**config.mk**
```make
export PLATFORM = sky130hd
export DESIGN_NAME = muldiv
export DESIGN_NICKNAME = d
export VERILOG_FILES = /design/src/rtl/muldiv_pkg.sv /design/src/rtl/muldiv_step.sv /design/src/rtl/muldiv.sv
export SDC_FILE = /design/constraint.sdc
export NUM_CORES = 1
export LEC_CHECK = 0
export CORE_AREA = 5 5 236 238
export DETAILED_ROUTE_END_ITERATION = 8
export DIE_AREA = 0 0 241 243
export PLACE_DENSITY_LB_ADDON = 0.12
export SYNTH_ARGS = -nofsm -noshare
export SYNTH_HDL_FRONTEND = slang
export SYNTH_SLANG_ARGS = --single-unit
```
**constraint.sdc**
```tcl
create_clock -name Clk -period 6 [get_ports Clk]
set_input_delay 0.6 -clock Clk [delete_from_list [all_inputs] [get_ports Clk]]
set_output_delay 0.6 -clock Clk [all_outputs]
set_load 0.01 [all_outputs]
```
**src/rtl/muldiv_pkg.sv**
```systemverilog
// Shared op codes, FSM states and op-decode helpers for the iterative multiply/divide unit.
package muldiv_pkg;

    typedef enum logic [3:0] {
        MD_MULT  = 4'd0,
        MD_MULTU = 4'd1,
        MD_DIV   = 4'd2,
        MD_DIVU  = 4'd3,
        MD_MADD  = 4'd4,
        MD_MADDU = 4'd5,
        MD_MSUB  = 4'd6,
        MD_MSUBU = 4'd7,
        MD_MTHI  = 4'd8,
        MD_MTLO  = 4'd9
    } mdfunc_t;

    typedef enum logic [1:0] {IDLE, CALC, FIX} state_t;

    function automatic logic is_iter(input logic [3:0] f);
        return f <= 4'd7;
    endfunction

    function automatic logic is_signed(input logic [3:0] f);
        return (f == MD_MULT) || (f == MD_DIV) || (f == MD_MADD) || (f == MD_MSUB);
    endfunction

    function automatic logic is_div(input logic [3:0] f);
        return (f == MD_DIV) || (f == MD_DIVU);
    endfunction

    function automatic logic is_accum(input logic [3:0] f);
        return (f == MD_MADD) || (f == MD_MADDU) || (f == MD_MSUB) || (f == MD_MSUBU);
    endfunction

    function automatic logic is_msub(input logic [3:0] f);
        return (f == MD_MSUB) || (f == MD_MSUBU);
    endfunction

endpackage

```
**src/rtl/muldiv_step.sv**
```systemverilog
// One radix-2 iteration: shift-add multiply or restoring shift-subtract divide on magnitudes.
module muldiv_step #(
    parameter int WIDTH = 32
) (
    input  logic                 div,
    input  logic [2*WIDTH-1:0]   acc,
    input  logic [WIDTH-1:0]     opnd,
    input  logic [WIDTH-1:0]     quo,
    output logic [2*WIDTH-1:0]   acc_nxt,
    output logic [WIDTH-1:0]     quo_nxt
);

    logic [WIDTH:0]   sum;
    logic [WIDTH:0]   trial;
    logic [WIDTH-1:0] diff;
    logic             ge;

    always_comb begin
        // Multiply: acc = {partial upper, remaining multiplier bits}, shifted right each step.
        sum   = {1'b0, acc[2*WIDTH-1:WIDTH]} + (acc[0] ? {1'b0, opnd} : '0);
        // Divide: acc low half is the partial remainder, quo shifts dividend bits in from the top.
        trial = {acc[WIDTH-1:0], quo[WIDTH-1]};
        ge    = (trial >= {1'b0, opnd});
        diff  = trial[WIDTH-1:0] - opnd;
        if (div) begin
            acc_nxt = {{WIDTH{1'b0}}, (ge ? diff : trial[WIDTH-1:0])};
            quo_nxt = {quo[WIDTH-2:0], ge};
        end else begin
            acc_nxt = {sum, acc[WIDTH-1:1]};
            quo_nxt = quo;
        end
    end

endmodule

```
**src/rtl/muldiv.sv**
```systemverilog
// Iterative MIPS multiply/divide unit owning HI/LO; one op at a time via Start/Busy/Done.
module muldiv
    import muldiv_pkg::*;
#(
    parameter int WIDTH = 32
) (
    input  logic             Clk,
    input  logic             Rst,
    input  logic             Start,
    input  logic [3:0]       MDfunc,
    input  logic [WIDTH-1:0] A,
    input  logic [WIDTH-1:0] B,
    input  logic             Abort,
    output logic             Busy,
    output logic             Done,
    output logic [WIDTH-1:0] HI,
    output logic [WIDTH-1:0] LO
);

    localparam int CW = (WIDTH > 2) ? $clog2(WIDTH) : 1;

    state_t             state, state_nxt;
    logic [CW-1:0]      cnt;
    logic [3:0]         func;
    logic [2*WIDTH-1:0] acc, acc_nxt;
    logic [WIDTH-1:0]   quo, quo_nxt, opnd, a_raw;
    logic               sgn_q, sgn_r, bzero;
    logic               sa, sb;
    logic [WIDTH-1:0]   mag_a, mag_b;
    logic [2*WIDTH-1:0] prod_s, hilo_new;
    logic [WIDTH-1:0]   q_s, r_s;

    assign Busy = (state != IDLE);

    always_comb begin
        sa    = is_signed(MDfunc) & A[WIDTH-1];
        sb    = is_signed(MDfunc) & B[WIDTH-1];
        mag_a = sa ? -A : A;
        mag_b = sb ? -B : B;
    end

    always_comb begin
        state_nxt = state;
        case (state)
            IDLE: if (Start && !Abort && is_iter(MDfunc)) state_nxt = CALC;
            CALC: begin
                if (Abort)          state_nxt = IDLE;
                else if (cnt == '0) state_nxt = FIX;
            end
            FIX:     state_nxt = IDLE;
            default: state_nxt = IDLE;
        endcase
    end

    muldiv_step #(.WIDTH(WIDTH)) u_step (
        .div     (is_div(func)),
        .acc     (acc),
        .opnd    (opnd),
        .quo     (quo),
        .acc_nxt (acc_nxt),
        .quo_nxt (quo_nxt)
    );

    // Sign correction and accumulate, consumed only on the FIX -> IDLE edge.
    always_comb begin
        prod_s   = sgn_q ? -acc : acc;
        q_s      = sgn_q ? -quo : quo;
        r_s      = sgn_r ? -acc[WIDTH-1:0] : acc[WIDTH-1:0];
        hilo_new = prod_s;
        if (is_div(func))
            hilo_new = bzero ? {a_raw, {WIDTH{1'b1}}} : {r_s, q_s};
        else if (is_msub(func))
            hilo_new = {HI, LO} - prod_s;
        else if (is_accum(func))
            hilo_new = {HI, LO} + prod_s;
    end

    always_ff @(posedge Clk) begin
        if (Rst) begin
            state <= IDLE;
            Done  <= 1'b0;
            HI    <= '0;
            LO    <= '0;
        end else begin
            state <= state_nxt;
            Done  <= 1'b0;
            if (state == FIX && !Abort) begin
                {HI, LO} <= hilo_new;
                Done     <= 1'b1;
            end else if (state == IDLE && Start && !Abort) begin
                if (MDfunc == MD_MTHI) begin
                    HI   <= A;
                    Done <= 1'b1;
                end else if (MDfunc == MD_MTLO) begin
                    LO   <= A;
                    Done <= 1'b1;
                end
            end
        end
    end

    // Operand registers reload every idle cycle; only the Start cycle's values matter.
    always_ff @(posedge Clk) begin
        if (state == IDLE) begin
            cnt   <= CW'(WIDTH - 1);
            func  <= MDfunc;
            a_raw <= A;
            bzero <= (B == '0);
            sgn_q <= sa ^ sb;
            sgn_r <= sa;
            if (is_div(MDfunc)) begin
                acc  <= '0;
                quo  <= mag_a;
                opnd <= mag_b;
            end else begin
                acc  <= {{WIDTH{1'b0}}, mag_b};
                quo  <= '0;
                opnd <= mag_a;
            end
        end else if (state == CALC) begin
            acc <= acc_nxt;
            quo <= quo_nxt;
            cnt <= cnt - 1'b1;
        end
    end

endmodule

```
==> results.md, run 1 <==
Outcome:
- The flow ran to the end, and the final reports show no timing, DRC or antenna violations.

Cells and area:
- The final core utilization is 0.588.
- The sequential cell area is 6430 µm².
- The post-layout net count is 3,959.
- The area added between synthesis and finish is 19.6%.
- The fraction of layout instances using a drive strength above 1 is 0.121.
- Summing all multi-input logic gate instances after layout gives 18,700 µm².
- After filler insertion, the fill cell instance count of the layout stands at 4,970.

Timing:
- The worst max-slew margin expressed relative to the limit is 0.201.
- After layout, the worst setup slack is 0.0500 ns.
- The number of pins with negative max-slew slack in the final report is 0.
- The count of endpoints failing hold in the final timing report is 0.
- Counting I/O delays and the setup requirement, the final critical path takes 5.95 ns.
- The transition time at the pin with the least slew margin is 1.20 ns.
- The maximum clock rate is 0.168 GHz.
- In the finished design, the share of the clock period the worst path needs comes to 0.992.
- Clock skew on the completed layout was measured at 0.0164 ns.
- The total of endpoints with negative setup slack in the final report is 0.

Clocking:
- The maximum buffer depth of the clock tree is 3.
- The TritonCTS clock tree is built.
- The TritonCTS buffer count is 31.
- The clock net sink count is 238.
- The clock root buffer is sky130_fd_sc_hd__clkbuf_16.
- In this run the number of H-tree levels came out at 1.
- The clock insertion delay at the later pin of the skew report is 0.62 ns.
- The clock-pin slew reported for the worst setup and hold paths after clock tree synthesis is 0.07 ns.

Floorplanning:
- 138 I/O pins were placed.
- The effective utilization at floorplan is 0.492.
- The area of the placeable core is 53,400 µm².
- The site row count is 85.
- From bottom edge to top edge, the die measures 243 µm.
- The width of the die is 241 µm.
- The floorplan step defined a die boundary enclosing 58,600 µm².

Worst setup path:
- The critical path crosses 19 cells after its start point.
- The startpoint of the worst setup timing path is acc[10].
- The class of the most critical setup path is register to register.
- On the critical path the largest part of the delay comes from simple AND/OR/NAND/NOR gates.
- Setup slack on the worst reg-to-reg path comes out at 0.05 ns.
- The signal on the critical path passes through buf_4 > nor3_1 > buf_4 > nand4_1 > o31ai_1 > xor2_1 > inv_1 > ha_1 > or2_2 > nor4b_1 > a211oi_2 > o311a_1 > and2b_1 > o21ai_1 > buf_4 > a21o_1 > mux2_1 > nand2_1 > a311oi_1.
- For the worst setup path, the data arrival time is 6.42 ns.
- For the worst flop-to-flop path, the logic depth is 19.
- The critical path contains buffers and inverters numbering 4 combined.
- The element type at the critical path end is a register.
- The capturing point of the worst reg2reg path is HI[18].
- The type of element launching the critical path is a register.
- The largest fanout on the critical path is 8.
- The largest incremental delay on the critical path is 0.61 ns.
- By instance count, the cell type seen most on the critical path is sky130_fd_sc_hd__buf_4.
- The data required time at the worst endpoint is 6.47 ns.
- In this run the critical register-to-register path is launched from acc[10].
- The slowest stage of the critical path is the sky130_fd_sc_hd__xor2_1 cell.
- The termination of the worst setup path is HI[18].

Placed design:
- The count of input and output buffers is 137.
- The post-place setup slack is -0.193 ns.
- Detailed placement ended at an HPWL of 98.3 mm.
- At the end of routability-driven placement, the weighted congestion stood at 1.05.

Routing:
- The number of vias in the routed layout is 30,200.
- After detailed routing, the average wire length per cell comes to 28.5 µm.
- The count of nets left with antenna violations once routing finished came out at 0.
- The detailed router's first-iteration violation count is 4,893.
- Dividing the detail-routed via count by the number of cells gives 6.84.
- The final layout contains routed wiring with a total length of 126 mm.
- The post-detailed-route DRC marker count is 0.
- For this run, the detailed router's first-pass iteration total came to 8.

Global routing:
- The first-pass GRT wire length is 182 mm.
- The number of global-route vias before repair is 27,800.
- For this run the aggregate overflow at the end of global routing stands at 0.
- The initial antenna violation count is 6.
- Entering global routing, the biggest net connects 54 pins.
- The combined global-route utilization of all metal layers is 0.407.

Synthesis:
- The fraction of synthesized cell area taken by the top area cell type is 0.190.
- The post-synthesis average cell area is 7.69 µm².
- Counting instances in the post-synthesis netlist gives the leading cell types as sky130_fd_sc_hd__nor2_1, sky130_fd_sc_hd__a21oi_1, sky130_fd_sc_hd__nand2_1, sky130_fd_sc_hd__o21ai_0, sky130_fd_sc_hd__ha_1.
- The number of warnings reported in the yosys synthesis log is 0.
- The most common cell in the netlist is sky130_fd_sc_hd__nor2_1.
- sky130_fd_sc_hd__edfxtp_1 takes more of the synthesized area than any other cell.
- Ranked by total cell area, the synthesized netlist is headed by sky130_fd_sc_hd__edfxtp_1, sky130_fd_sc_hd__ha_1, sky130_fd_sc_hd__a21oi_1.
- The number of synthesized flops with an enable pin is 166.
- The synthesized netlist contains 89 unique library cells.
- The post-synth net total is 3,685.
- The most common flop cell mapped by yosys is sky130_fd_sc_hd__edfxtp_1.
- The fraction of registers with async set/reset is 0.
- For this run, the register share of the synthesized area comes to 0.245.
- Counting every instance in the synthesized netlist gives 3,414.
- The post-synthesis instance area is 26,300 µm².
- After synthesis the netlist holds a flip-flop and latch count of 238.

Flow run:
- The reported max-cap violation count is 0.

Power and ir drop:
- The worst ir drop on vdd is 0.000245 V.
- The total leakage power is 12.9 nW.
- In this run the power density over the cells is 212 nW/µm².
- The overall power is 0.00667 W.

Min path:
- The min-delay analysis places its worst path in the category register to register.
## sequential cells by signal (all words and copies together), names as in the netlist
register and count:
a_raw 32, cnt 5, func 3, HI 32
sgn_q 1, Done 1, quo 32, opnd 32
LO 32, state 2, bzero 1, sgn_r 1
acc 64
## report_power, final
part	total (W)	leakage (nW)	internal [W]	switching, W
clock network	0.00206	0.514	0.00120	0.000861
registers	0.00194	2.44	0.00186	0.0000788
logic	0.00267	9.97	0.000951	0.00172
total	0.00667	12.9	0.00401	0.00266
## metrics by stage
| step | hold slack, ns | instances | TNS [ns] | cell area [µm²] |
|---|---|---|---|---|
| final | 0.491 | 4411 | 0 | 31400 |
| after CTS | 0.493 | 4401 | 0 | 31100 |
| after global placement | 0.457 | 4340 | -0.175 | 30000 |
| after floorplan | 0.439 | 3414 | 0 | 26300 |
| after global routing | 0.527 | 4410 | -0.0272 | 31400 |
| after detailed placement | 0.478 | 4340 | -1.85 | 30000 |
## repair_timing
action | in CTS | in global routing
buffers inserted | 3 | 8
pin swaps | 2 | 14
endpoints found under the setup margin | 20 | 35
hold buffers | 0 | 0
resized for setup | 5 | 47
## worst min path at each step
stage / startpoint / endpoint / slack (ns) / cells past startpoint
CTS: cnt[2] / cnt[2] / 0.49 / 1
floorplan: cnt[3] / cnt[3] / 0.44 / 1
detailed placement: cnt[2] / cnt[2] / 0.48 / 1
global route: cnt[3] / cnt[3] / 0.53 / 1
finish: cnt[2] / cnt[2] / 0.49 / 1
global placement: cnt[3] / cnt[3] / 0.46 / 1
## area by class of cell
cell class / count / share of cell area
Multi-Input combinational cell: 2785 / 0.594
Clock buffer: 35 / 0.0252
Tap cell: 696 / 0.0277
Sequential cell: 238 / 0.205
Inverter: 191 / 0.0229
Clock inverter: 23 / 0.00880
Antenna cell: 2 / 0.000159
Timing Repair Buffer: 441 / 0.117
## routing by layer
| layer | global-route usage | share of wire | up-vias | routed length, µm |
|---|---|---|---|---|
| met4 | 0.193 | 0.062 | 6 | 7800 |
| li1 | - | - | 13200 | - |
| met1 | 0.573 | 0.39 | 14300 | 49700 |
| met3 | 0.0977 | 0.14 | 406 | 17000 |
| met5 | 0 | 0.00029 | - | 37 |
| met2 | 0.586 | 0.41 | 2314 | 51300 |
## cell families (layout without fill, tap and decap cells)
family	after synthesis	in the layout	synth area share
other cells	0	2	0
compound gates	1153	1153	0.285
flops	238	238	0.245
mux	57	57	0.0222
simple gates	1065	1065	0.192
buf+inv	391	690	0.0564
xor+xnor	311	311	0.104
fa+ha+maj	199	199	0.0960
## placed cells by master (no fill, tap or decap), drive strengths merged, types with 64 or more instances in the layout
master / n
a21o: 75
a21oi: 323
buf: 305
clkdlybuf4s50: 136
dfxtp: 72
edfxtp: 166
ha: 195
inv: 189
nand2: 284
nand3: 64
nor2: 342
nor3: 73
o21ai: 255
o31ai: 64
xnor2: 165
xor2: 146
Power figures use the tool's default switching activity.
==> inputs of run 2 (changes only) <==
--- a/config.mk
+++ b/config.mk
@@ -5,6 +5,7 @@
 export SDC_FILE = /design/constraint.sdc
 export NUM_CORES = 1
 export LEC_CHECK = 0
+export CAP_MARGIN = 10
 export CORE_AREA = 5 5 236 238
 export DETAILED_ROUTE_END_ITERATION = 8
 export DIE_AREA = 0 0 241 243
==> results of run 2 <==
Final layout, timing and power as in run 1 (identical DEF).
